[config.mk]
export PLATFORM = sky130hd
export DESIGN_NAME = reg_load_arbiter
export DESIGN_NICKNAME = d
export VERILOG_FILES = /design/src/rtl/reg_load_arbiter.sv
export SDC_FILE = /design/constraint.sdc
export NUM_CORES = 1
export LEC_CHECK = 0
export ABC_AREA = 1
export CAP_MARGIN = 30
export CORE_ASPECT_RATIO = 0.5
export CORE_UTILIZATION = 44
export CTS_CLUSTER_DIAMETER = 120
export DETAILED_ROUTE_END_ITERATION = 10
export GPL_TIMING_DRIVEN = 0
export PLACE_DENSITY = 0.81
export SYNTH_ARGS = -nofsm -noshare
export SYNTH_HDL_FRONTEND = slang
export SYNTH_SLANG_ARGS = --single-unit
export TNS_END_PERCENT = 50
[constraint.sdc]
create_clock -name clk -period 2.05 [get_ports clk]
set_input_delay 0.3075 -clock clk [delete_from_list [all_inputs] [get_ports clk]]
set_output_delay 0.3075 -clock clk [all_outputs]
set_load 0.05 [all_outputs]
[src/rtl/reg_load_arbiter.sv]
// Round-robin arbiter and load sequencer for one shared load-enabled register.
// Each transaction runs IDLE -> LOAD -> ACK. Data is captured when the grant is
// issued, the register load is pulsed for one cycle, and then the winner gets a
// one-cycle ack. The pointer rotates past the winner so that every requester is
// served in turn.
module reg_load_arbiter #(
    parameter int NUM_REQ   = 4,
    parameter int WIDTH     = 16,
    parameter int CNT_WIDTH = 16,
    localparam int OW       = (NUM_REQ > 1) ? $clog2(NUM_REQ) : 1
) (
    input  logic                     clk,
    input  logic                     reset,
    input  logic [NUM_REQ-1:0]       req,
    input  logic [NUM_REQ*WIDTH-1:0] req_data,
    output logic [NUM_REQ-1:0]       gnt,
    output logic [NUM_REQ-1:0]       ack,
    output logic                     reg_ld,
    output logic [WIDTH-1:0]         reg_in,
    output logic                     busy,
    output logic [OW-1:0]            owner,
    output logic [CNT_WIDTH-1:0]     load_cnt
);

    typedef enum logic [1:0] {IDLE, LOAD, ACK} state_t;

    state_t               state_q, state_d;
    logic [OW-1:0]        ptr_q, ptr_d;
    logic [NUM_REQ-1:0]   gnt_d, ack_d;
    logic                 reg_ld_d;
    logic [WIDTH-1:0]     reg_in_d;
    logic [OW-1:0]        owner_d;
    logic [CNT_WIDTH-1:0] load_cnt_d;

    logic                 win_found;
    logic [OW-1:0]        win_idx;

    // Rotating search from ptr with explicit wrap. NUM_REQ need not be a power of 2.
    always_comb begin
        int idx;
        win_found = 1'b0;
        win_idx   = '0;
        for (int k = 0; k < NUM_REQ; k++) begin
            idx = int'(ptr_q) + k;
            if (idx >= NUM_REQ) idx = idx - NUM_REQ;
            if (!win_found && req[idx]) begin
                win_found = 1'b1;
                win_idx   = OW'(idx);
            end
        end
    end

    // Next-state and next-output logic. Every output is registered.
    always_comb begin
        state_d    = state_q;
        ptr_d      = ptr_q;
        gnt_d      = gnt;
        ack_d      = ack;
        reg_ld_d   = reg_ld;
        reg_in_d   = reg_in;
        owner_d    = owner;
        load_cnt_d = load_cnt;
        case (state_q)
            IDLE: begin
                if (win_found) begin
                    state_d        = LOAD;
                    gnt_d          = '0;
                    gnt_d[win_idx] = 1'b1;
                    owner_d        = win_idx;
                    reg_in_d       = req_data[win_idx*WIDTH +: WIDTH];
                    reg_ld_d       = 1'b1;
                end
            end
            LOAD: begin
                // The counter wraps naturally from all-ones to zero.
                state_d    = ACK;
                reg_ld_d   = 1'b0;
                ack_d      = gnt;
                load_cnt_d = load_cnt + 1'b1;
            end
            ACK: begin
                state_d = IDLE;
                gnt_d   = '0;
                ack_d   = '0;
                ptr_d   = (owner == OW'(NUM_REQ - 1)) ? '0 : owner + 1'b1;
            end
            default: begin
                state_d  = IDLE;
                gnt_d    = '0;
                ack_d    = '0;
                reg_ld_d = 1'b0;
            end
        endcase
    end

    // State and output registers. Reset aborts any transaction in flight.
    always_ff @(posedge clk or negedge reset) begin
        if (!reset) begin
            state_q  <= IDLE;
            ptr_q    <= '0;
            gnt      <= '0;
            ack      <= '0;
            reg_ld   <= 1'b0;
            reg_in   <= '0;
            owner    <= '0;
            load_cnt <= '0;
        end else begin
            state_q  <= state_d;
            ptr_q    <= ptr_d;
            gnt      <= gnt_d;
            ack      <= ack_d;
            reg_ld   <= reg_ld_d;
            reg_in   <= reg_in_d;
            owner    <= owner_d;
            load_cnt <= load_cnt_d;
        end
    end

    assign busy = (state_q != IDLE);

endmodule

Yosys cells after proc, flatten, opt, wreduce, memory -nomap -nowiden
Index checks and enable logic that the tools add are counted.
{"block": "word_totals", "romBits": 0, "wordCells": 80, "register_bits": 47, "inputBits": 70, "out_inout_bits": 44, "latchBits": 0, "memories": 0, "mem_bits_rw": 0}
{"block": "classes", "n_shift": 1, "n_mul": 0, "magnitude_cmp": 10, "reduce_logical": 12, "addsub": 9, "mux": 34, "n_div": 0, "bitwise": 2, "n_eq_ne": 4}
{"cell": "less-than comparator 32 x 4 -> 1 bit (second input constant)", "n": 4}
{"cell": "2-to-1 mux 32 bit", "n": 4}
{"cell": "variable part select 64 x 7 -> 16 bit", "n": 1}
{"cell": "adder 16 x 1 -> 16 bit (second input constant)", "n": 1}
{"cell": "case mux 4 bit (2 select lines)", "n": 2}
{"cell": "2-to-1 mux 1 bit", "n": 14}
{"cell": "2-to-1 mux 2 bit", "n": 6}
{"cell": "subtractor 3 x 3 -> 4 bit (second input constant)", "n": 3}
{"cell": "greater-or-equal comparator 3 bit (second input constant)", "n": 3}
{"cell": "binary-select mux 1 bit (select 2 bit)", "n": 4}
{"cell": "adder 2 x 2 -> 3 bit (second input constant)", "n": 2}
{"cell": "AND reduction 2 bit", "n": 3}
{"cell": "equality test 2 bit (second input constant)", "n": 2}
{"cell": "logical AND 1 bit", "n": 4}
{"cell": "2-to-1 mux 4 bit", "n": 1}
{"cell": "case mux 2 bit (2 select lines)", "n": 1}
{"cell": "subtractor 2 x 3 -> 4 bit (second input constant)", "n": 1}
{"cell": "adder 2 x 1 -> 3 bit (second input constant)", "n": 1}
{"cell": "greater-or-equal comparator 2 x 3 -> 1 bit (second input constant)", "n": 1}
{"cell": "zero test 1 bit", "n": 3}
{"cell": "less-than comparator 2 x 3 -> 1 bit (second input constant)", "n": 1}
{"cell": "adder 2 x 1 -> 2 bit (second input constant)", "n": 1}
{"cell": "demux 1 bit (select 2 bit)", "n": 1}
{"cell": "equality test 2 x 1 -> 1 bit (second input constant)", "n": 1}
{"cell": "other kinds (6)", "n": 7}

Longest topological paths before layout
Gate-level depths: netlist of the first run.
{"block": "logic_depth", "ltp_word": 21, "depth_mapped": 15, "mapped_depth_nobuf": 14}

Least setup slack after synthesis of the first run
OpenSTA, ideal clock, no wires.
{"block": "synth_timing", "path_type": "flip-flop to flip-flop", "start": "register load_cnt[0]", "end": "register load_cnt[13]", "n_path_buf": 0, "setup_time_ns": 0.142, "arrival_time_ns": 1.795, "synth_period_minus_slack_ns": 1.938, "path_stages_with_launch": 9, "path_slack_ns": 0.112, "required_time_ns": 1.908, "cell_sequence": "dfrtp_1 inv_1 nor3_1 nand3_1 nor2_1 nand4_1 nor2_1 nand3_1 xnor2_1"}
{"block": "synth_between", "elab_chain_cells": 1}
{"element": "from (decl)", "line": "22", "text": "output logic [CNT_WIDTH-1:0] load_cnt"}
{"element": "from (signal assigned)", "line": "115", "text": "load_cnt <= load_cnt_d;"}
{"element": "adder 16 x 1 -> 16 bit", "line": "79", "text": "load_cnt_d = load_cnt + 1'b1;"}
No other way between the ends.
A chain may end at the register's enable or synchronous reset.

Final worst setup path of the first run
{"block": "layout_timing", "start": "register ptr_q[0]", "end": "register reg_in[6]"}
{"block": "layout_between", "elab_chain_cells": 16, "word_cells_on_any_way": 43, "classes_between": "add/sub: 7; order compare: 4; shift: 1; mux: 24; reduce/logical: 7"}
{"element": "from (decl)", "line": "28", "text": "logic [OW-1:0] ptr_q, ptr_d;"}
{"element": "from (signal assigned)", "line": "109", "text": "ptr_q <= ptr_d;"}
{"element": "parallel branches: the longest is 16 deep, another holds subtractor 3 x 3 -> 4 bit"}
{"element": "to (signal assigned)", "line": "113", "text": "reg_in <= reg_in_d;"}
{"element": "to (decl)", "line": "19", "text": "output logic [WIDTH-1:0] reg_in,"}
Parallel ways; which one is timed is not known. The select of a mux whose other input is x is not followed.

==> out/qor.yml, run 1 <==
timing:
  max_freq_mhz: 521
  slew-limit-headroom_pct: 64.7
  report.final.slew_viol_count: 0
  hold_violations: 0
  finClkSkew_ns: 0.00644
  tns_ns: 0
  worst_pin_slew_ns: 0.528
  period_minus_slack_ns: 1.92
  finalCritPeriodShare_pct: 93.6
  setup_viol: 0
synth:
  synth-seq-cells: 47
  synth_mux_area_share_pct: 0
  ys_seq_area_share_pct: 40.7
  syn_inst: 406
  synth_cell_types: 26
  synth-compound-area-share_pct: 5.41
  synthXorXnorAreaFrac_pct: 4.24
  yosys-top-cells-area: "dfrtp_1 41%, nand2_1 18%, inv_1 11%, nand3_1 9.0%, xor2_1 2.7%"
  yosysWarnings: 0
  synth_top_family_by_area: "simple AND/OR/NAND/NOR gates"
  syn_nets: 478
  synth-simple-area-share_pct: 33.7
  syn-mean-instance-area_sq_um: 7.12
  synth_top_area_share_pct: 40.7
  synth_top_cell_by_area: "dfrtp_1"
  netlist_area_sq_um: 2890
  synth_fa_ha_area_share_pct: 0.866
cts:
  cts_tree: "yes"
  numCtsBuffers: 5
  cts.sinks: 47
  h-tree-depth: 2
  clk_pin_slew_ns: 0.07
  cts-root-buf: "clkbuf_16"
  cts_buffer_depth: 2
  clkLatencyLatePin_ns: 0.29
cells_and_area:
  final_area_sq_um: 4410
  final_util_pct: 71.1
  layout.nets: 605
  final_common_cell: "nand2_1"
  final_cell_mix: "133 x nand2_1, 111 x clkdlybuf4s50_1, 81 x inv_1"
  diodes: 0
  num-fill-cells: 521
  area_growth_pct: 52.8
  drive_gt1_share_pct: 10.1
placed_design:
  port_buffers: 113
  dpl.hpwl_um: 5830
  gp_congestion: 0.783
  place_area_sq_um: 4150
floorplan:
  row_count: 20
  die-area_sq_um: 6910
  core_area_sq_um: 6210
  pin_count: 114
  die_y_um: 59.3
  start_util_pct: 46.6
  dieWidth_um: 117
worst_setup_path:
  cp_slowest_stage_delay_ns: 0.40
  crit_arrival_ns: 2.08
  setup.worst_path.end_class: "flop"
  cp_slowest_cell: "dfrtp_1"
  critPathMaxFanout: 10
  crit_family: "simple AND/OR/NAND/NOR gates"
  cp-start-kind: "flop"
  criticalPathCategory: "flop to flop"
  cp.required_ns: 2.22
  crit_chain: "inv_2 -> nand2_1 -> nand3_1 -> nand2_2 -> nor2_4 -> nand2_4 -> nor2_4 -> nor2_8 -> inv_6 -> nor2_4 -> buf_4 -> nand3_1 -> nand3_1"
  crit_buf_inv: 3
global_routing:
  grt_max_degree: 40
  grt_overflow: 0
  grt_pass1_vias: 2765
  grt_pass1_wl_um: 12700
  antenna_found_initial: 0
  grt_use_total_pct: 23.9
routing:
  drt_pre_antenna_iters: 4
  vias: 2914
  drtIter0Drc: 230
  viasPerCell: 4.68
  remaining_drc_errors: 0
  wirelength_um: 7900
  ant_nets: 0
  wl_per_cell_um: 12.7
power:
  p_leak_nw: 2.25
  power_density_nw_per_um2: 1820
  ir_drop_uv: 949
hold_path:
  min-delay-path-class: "input port to asynchronous set/reset pin"
outcome:
  status: "complete, no violations"
run:
  drv_cap: 0
==> per-stage QoR <==
stage / total power [mW] / hold WS (ns) / std cells / setup WS [ns]
floorplan: 5.26 / 0.0119 / 406 / 0.112
global placement: 6.65 / 0.462 / 607 / -0.618
detailed placement: 6.76 / 0.172 / 608 / -0.187
CTS: 7.62 / 0.399 / 617 / 0.0537
global route: 8.58 / 0.420 / 622 / -0.000252
finish: 8.04 / 0.394 / 622 / 0.132
==> cells by family after synthesis <==
group,Yosys count
AOI/OAI and AO/OA,25
DFF,47
adders and majority gates,2
xor gates and xnor gates,14
buffers and inverters,99
and+or+nand+nor,219
==> where the power goes <==
part / internal, mW / leakage, nW / switching, mW / total (mW)
Combinational: 2.04 / 1.58 / 3.62 / 5.67
Sequential: 1.29 / 0.604 / 0.252 / 1.54
Clock: 0.457 / 0.0664 / 0.377 / 0.833
==> path summary, 6_finish.rpt <==
kind                                             from                       to  slack, ns  cells past startpoint
worst max-delay path             ptr_q[0]$_DFFE_PN0N_    reg_in[6]$_DFFE_PN0P_       0.13                     13
worst min-delay path                            reset  load_cnt[8]$_DFFE_PN0N_       0.39                      2
worst max register to register   ptr_q[0]$_DFFE_PN0N_    reg_in[6]$_DFFE_PN0P_       0.13                     13
worst min register to register  reg_in[4]$_DFFE_PN0P_    reg_in[4]$_DFFE_PN0P_       0.48                      2
max in group asynchronous                       reset    reg_in[5]$_DFFE_PN0P_       1.18                      3
min in group clk                reg_in[4]$_DFFE_PN0P_    reg_in[4]$_DFFE_PN0P_       0.48                      2
==> routing by layer <==
metal,GRT usage (%),routed length (um)
met5,0,0
met4,6.51,118
met3,4.09,304
met2,42.5,3910
met1,30.4,3570
==> sequential cells by signal, summed over array words and instances, names as in the netlist <==
| register | cells |
|---|---|
| load_cnt | 16 |
| reg_in | 16 |
| ack | 4 |
| gnt | 4 |
| owner | 2 |
| ptr_q | 2 |
| state_q | 2 |
| reg_ld | 1 |
==> final cells by class <==
type                       instances  area [sq um]  share of cell area (%)
clock inverter                     3          23.8                   0.539
multi-input combinational        260          1330                    30.1
inverter                          87           334                    7.57
sequential                        47          1180                    26.6
clock buffer                       5           125                    2.83
timing repair buffer             120          1190                    27.0
tap                               88           110                    2.49
buffer                            12           124                    2.81
==> what timing repair did <==
item / 4_1_cts / 5_1_grt
setup endpoints to repair: 1 / 15
gates resized for setup: 2 / 20
hold buffers: 1 / 0
gates cloned: 0 / 1
setup buffers: 0 / 4
hold endpoints to repair: 8 / 0
pin swaps: 0 / 6
==> Yosys cell counts <==
cell / count
nand2_1: 136
nand4_1: 3
nor2_4: 3
nor2_2: 2
a21boi_1: 1
nor2_8: 1
buf_2: 2
o21ai_1: 2
buf_6: 6
nand2_2: 6
nor3_1: 3
nor2_1: 11
nand2_4: 2
o211ai_1: 10
dfrtp_1: 47
inv_1: 81
o22ai_1: 3
inv_2: 5
ha_1: 2
xor2_1: 9
a21oi_1: 2
xnor2_1: 5
o21ai_0: 7
inv_4: 1
buf_4: 4
nand3_1: 52
Note: power is estimated with default switching activity, not from simulation.
==> run 2, diff against run 1 <==
CORE_UTILIZATION = 37   (was 44)
PLACE_DENSITY = 0.7   (was 0.81)
==> out/qor.yml, run 2 (synthesis gave the netlist of run 1 again) <==
cts:
  clk_pin_slew_ns: 0.06
  cts_buffer_depth: 2
  h-tree-depth: 2
  numCtsBuffers: 5
  cts-root-buf: "clkbuf_16"
  cts_tree: "yes"
  clkLatencyLatePin_ns: 0.29
  cts.sinks: 47
floorplan:
  row_count: 22
  dieWidth_um: 127
  die-area_sq_um: 8190
  core_area_sq_um: 7430
  start_util_pct: 38.9
  pin_count: 114
  die_y_um: 64.5
timing:
  worst_pin_slew_ns: 0.532
  max_freq_mhz: 498
  hold_violations: 0
  finClkSkew_ns: 0.00305
  finalCritPeriodShare_pct: 97.9
  tns_ns: 0
  slew-limit-headroom_pct: 64.4
  report.final.slew_viol_count: 0
  period_minus_slack_ns: 2.01
  setup_viol: 0
  rsz0062_at_grt: "yes"
  holdWs_ns: 0.403
worst_setup_path:
  r2r-start: "ptr_q[0]$_DFFE_PN0N_"
  setup.worst_path.end_class: "flop"
  crit_arrival_ns: 2.18
  criticalPathCategory: "flop to flop"
  cp-start-kind: "flop"
  cp.required_ns: 2.23
  cp-startpoint: "ptr_q[0]$_DFFE_PN0N_"
  critPathMaxFanout: 6
global_routing:
  antenna_found_initial: 0
  grt_pass1_vias: 2671
  grt_pass1_wl_um: 12200
  grt_overflow: 0
  grt_max_degree: 40
  grt_use_total_pct: 18.9
cells_and_area:
  final_area_sq_um: 4590
  top_regs: "load_cnt (16), reg_in (16)"
  drive_gt1_share_pct: 14.0
  final_cell_mix: "129 x nand2_1, 111 x clkdlybuf4s50_1, 81 x inv_1"
  layout.nets: 614
  instances_no_fill: 639
  diodes: 0
  num-fill-cells: 634
  area_growth_pct: 58.7
  final_common_cell: "nand2_1"
routing:
  wl_per_cell_um: 12.3
  drt_pre_antenna_iters: 4
  remaining_drc_errors: 0
  viasPerCell: 4.54
  drtIter0Drc: 177
  wirelength_um: 7840
  vias: 2902
  ant_nets: 0
run:
  drv_cap: 0
power:
  power_frac_clock_pct: 9.2
  p_leak_nw: 2.33
  total_power_mw: 8.56
  p_int_mw: 4.20
  p_switching_mw: 4.36
  pwr-share-comb_pct: 73.0
  ir_drop_uv: 1020
  p_seq_share_pct: 17.9
  power_density_nw_per_um2: 1870
  p_sw_share_pct: 50.9
placed_design:
  port_buffers: 113
  place_area_sq_um: 4160
  numPlacedInstances: 616
  gp_congestion: 0.842
  dpl.hpwl_um: 5510
outcome:
  status: "complete, no violations"
hold_path:
  min-delay-path-class: "input port to asynchronous set/reset pin"
## run 2: cell count changes in the layout (fill, tap and decap cells not counted), moves of 3 or more
cell / previous run / this run
nor2_2: 1 / 5
nand3_2: 1 / 6
clkinv_2: 0 / 3
buf_4: 8 / 11
nand2_1: 133 / 129
nand2_2: 7 / 12
buf_8: 1 / 4
nand3_1: 51 / 46
## run 2: worst paths after layout
kind	to	slack [ns]	cells past startpoint
max	reg_in[11]$_DFFE_PN0P_	0.04	15
min	load_cnt[10]$_DFFE_PN0N_	0.40	2
max reg2reg	reg_in[11]$_DFFE_PN0P_	0.04	15
min reg2reg	load_cnt[15]$_DFFE_PN0N_	0.48	1
max in group asynchronous	reg_in[9]$_DFFE_PN0P_	1.17	3
min in group clk	load_cnt[15]$_DFFE_PN0N_	0.48	1
## run 2: timing repair
action	in CTS	in global routing
hold buffers	1	0
setup endpoints to repair	1	20
pin swaps	0	13
gates resized for setup	2	41
gates cloned	0	3
buffers inserted	0	11
endpoints found under the hold margin	8	0
## run 2: cell type report
cell class | instances | area (sq um) | share of cell area, %
Tap cell | 96 | 120 | 2.62
Multi-Input combinational cell | 261 | 1370 | 30.0
Clock buffer | 5 | 125 | 2.73
Sequential cell | 47 | 1180 | 25.6
Clock inverter | 3 | 15.0 | 0.327
Inverter | 87 | 344 | 7.50
Buffer | 12 | 144 | 3.14
Timing Repair Buffer | 128 | 1290 | 28.1
## run 2: critical path, cell delays in order, from the launching register on
cell	delay, ns
dfrtp_1	0.39
buf_6	0.14
buf_4	0.15
nand2_1	0.06
nand2_1	0.08
nand2_1	0.08
nand2_2	0.06
a21oi_2	0.14
nand2_2	0.16
nand2_8	0.16
clkbuf_16	0.16
nand2_1	0.06
nand3_1	0.08
nand2_1	0.06
nand2_1	0.06
nand2_1	0.06
## run 2: per-stage QoR
stage	util (%)	setup slack, ns
after global placement	55.7	-0.641
after CTS	57.9	0.0795
after global routing	61.7	-0.0722
final	61.7	0.0439
after detailed placement	55.9	-0.196
after floorplan	-	0.112
## run 2: metal layers
metal	part of all wire, %	up-vias	global-route usage (%)
met4	0.80	0	4.91
met3	3.4	6	3.14
met5	0	-	0
met1	48	1327	24.5
li1	-	1511	-
met2	48	58	33.1
## run 2: power groups by stage
stage	clock, mW	combinational (mW)	sequential (mW)
after CTS	0.798	5.22	1.53
after global placement	0	5.15	1.53
after floorplan	0	2.78	2.49
final	0.785	6.25	1.53
after global routing	0.835	6.77	1.58
after detailed placement	0	5.21	1.53
==> run 3, diff against run 2 <==
==> constraint.sdc (replaced) <==
create_clock -name clk -period 2.05 [get_ports clk]
set_input_delay 0.41 -clock clk [delete_from_list [all_inputs] [get_ports clk]]
set_output_delay 0.41 -clock clk [all_outputs]
set_load 0.05 [all_outputs]
==> out/qor.yml, run 3 (synthesis gave the netlist of run 1 again) <==
cells_and_area:
  instances_no_fill: 634
  layout.nets: 609
  num-fill-cells: 652
  area_growth_pct: 56.6
  final_common_cell: "nand2_1"
  drive_gt1_share_pct: 13.2
  top_regs: "load_cnt (16), reg_in (16)"
  diodes: 0
  final_cell_mix: "128 x nand2_1, 111 x clkdlybuf4s50_1, 80 x inv_1"
global_routing:
  grt_busiest_layer: "met2"
  grt_overflow: 0
  grt_max_degree: 40
  grt_pass1_vias: 2671
  gr-usage-met3_pct: 3.14
  grt_pass1_wl_um: 12200
  grtUsageMet1_pct: 24.5
  antenna_found_initial: 0
  grt_use_met2_pct: 33.1
  grt_use_total_pct: 18.9
floorplan:
  dieWidth_um: 127
  die_y_um: 64.5
  die-area_sq_um: 8190
  start_util_pct: 38.9
  core_area_sq_um: 7430
  pin_count: 114
  row_count: 22
routing:
  remaining_drc_errors: 0
  ant_nets: 0
  wirelength_um: 7670
  drt_pre_antenna_iters: 4
  wl_per_cell_um: 12.1
  viasPerCell: 4.53
  drtIter0Drc: 144
  vias: 2875
timing:
  worst_pin_slew_ns: 0.530
  max_freq_mhz: 507
  finClkSkew_ns: 0.00293
  slew-limit-headroom_pct: 64.6
  worst_slack_ns: 0.0760
  hold_violations: 0
  report.final.slew_viol_count: 0
  rsz0062_at_grt: "yes"
  finalCritPeriodShare_pct: 96.3
  period_minus_slack_ns: 1.97
  setup_viol: 0
power:
  p_int_mw: 4.06
  p_leak_nw: 2.30
  p_sw_share_pct: 51.3
  power_density_nw_per_um2: 1840
  p_seq_share_pct: 18.4
  pwr-share-comb_pct: 72.2
  ir_drop_uv: 975
  p_switching_mw: 4.27
  power_frac_clock_pct: 9.4
cts:
  numCtsBuffers: 5
  cts.sinks: 47
  cts-root-buf: "clkbuf_16"
  cts_buffer_depth: 2
  cts_tree: "yes"
  h-tree-depth: 2
  clkLatencyLatePin_ns: 0.29
  clk_pin_slew_ns: 0.06
worst_setup_path:
  setup.worst_path.end_class: "flop"
  cp-start-kind: "input port"
  crit_arrival_ns: 2.15
  critPathMaxFanout: 6
  cp.required_ns: 2.23
  criticalPathCategory: "input port to flop"
placed_design:
  place_ws_ns: -0.298
  dpl.hpwl_um: 5510
  numPlacedInstances: 616
  gp_congestion: 0.842
  port_buffers: 113
outcome:
  status: "complete, no violations"
run:
  drv_cap: 0
hold_path:
  min-delay-path-class: "flop to flop"
==> run 3: power groups by stage <==
stage          Clock [mW]  Sequential, mW  Combinational, mW
2_1_floorplan           0            2.49               2.78
3_3_place_gp            0            1.53               5.15
3_5_place_dp            0            1.53               5.21
4_1_cts             0.798            1.53               5.22
5_1_grt             0.830            1.58               6.55
6_report            0.786            1.53               6.02
==> run 3: what timing repair did <==
item	4_1_cts	5_1_grt
setup buffers	0	6
gates cloned	0	3
hold buffers	1	0
setup endpoints to repair	1	23
hold endpoints to repair	8	0
pin swaps	0	9
gates resized for setup	2	34
==> run 3: per-layer routing <==
metal,up-vias,part of all wire (%)
met5,-,0
met4,0,0.85
met3,7,3.3
met2,53,48
met1,1314,47
li1,1501,-
==> run 3: path summary, 6_finish.rpt <==
path	from	end	slack [ns]	cells after the start
min in group asynchronous	reset	load_cnt[10]$_DFFE_PN0N_	0.51	2
min reg2reg	load_cnt[15]$_DFFE_PN0N_	load_cnt[15]$_DFFE_PN0N_	0.48	1
min	load_cnt[15]$_DFFE_PN0N_	load_cnt[15]$_DFFE_PN0N_	0.48	1
max	req[1]	reg_in[11]$_DFFE_PN0P_	0.08	15
max in group asynchronous	reset	reg_in[7]$_DFFE_PN0P_	1.08	3
max reg2reg	ptr_q[1]$_DFFE_PN0N_	reg_in[11]$_DFFE_PN0P_	0.15	15
==> run 3: metrics by stage <==
step	setup TNS (ns)	utilization (%)	hold WS [ns]	area (sq um)	total power, mW
floorplan	0	-	0.114	2890	5.26
global placement	-38.69	55.7	0.461	4140	6.69
detailed placement	-4.52	55.9	0.279	4160	6.74
CTS	0	57.9	0.487	4310	7.55
global route	-0.173	60.9	0.510	4530	8.96
finish	0	60.9	0.482	4530	8.34
==> run 3: cell type report <==
| cell class | count | area, sq um | area share [%] |
|---|---|---|---|
| tap | 96 | 120 | 2.65 |
| sequential | 47 | 1180 | 26.0 |
| multi-input combinational | 261 | 1370 | 30.3 |
| clock buffer | 5 | 125 | 2.76 |
| timing repair buffer | 123 | 1250 | 27.6 |
| inverter | 87 | 337 | 7.44 |
| buffer | 12 | 131 | 2.90 |
| clock inverter | 3 | 15.0 | 0.332 |
==> run 3: worst max-delay path, cell delays in order <==
cell             delay, ns
clkdlybuf4s50_1       0.47
inv_1                 0.05
nand2_1               0.10
nand3_2               0.12
nand2_4               0.11
nor2_1                0.06
nor2_2                0.14
nand2_4               0.11
nand2_8               0.14
clkbuf_16             0.15
nand2_1               0.05
nand3_1               0.07
nand2_1               0.05
nand2_1               0.05
nand2_1               0.05
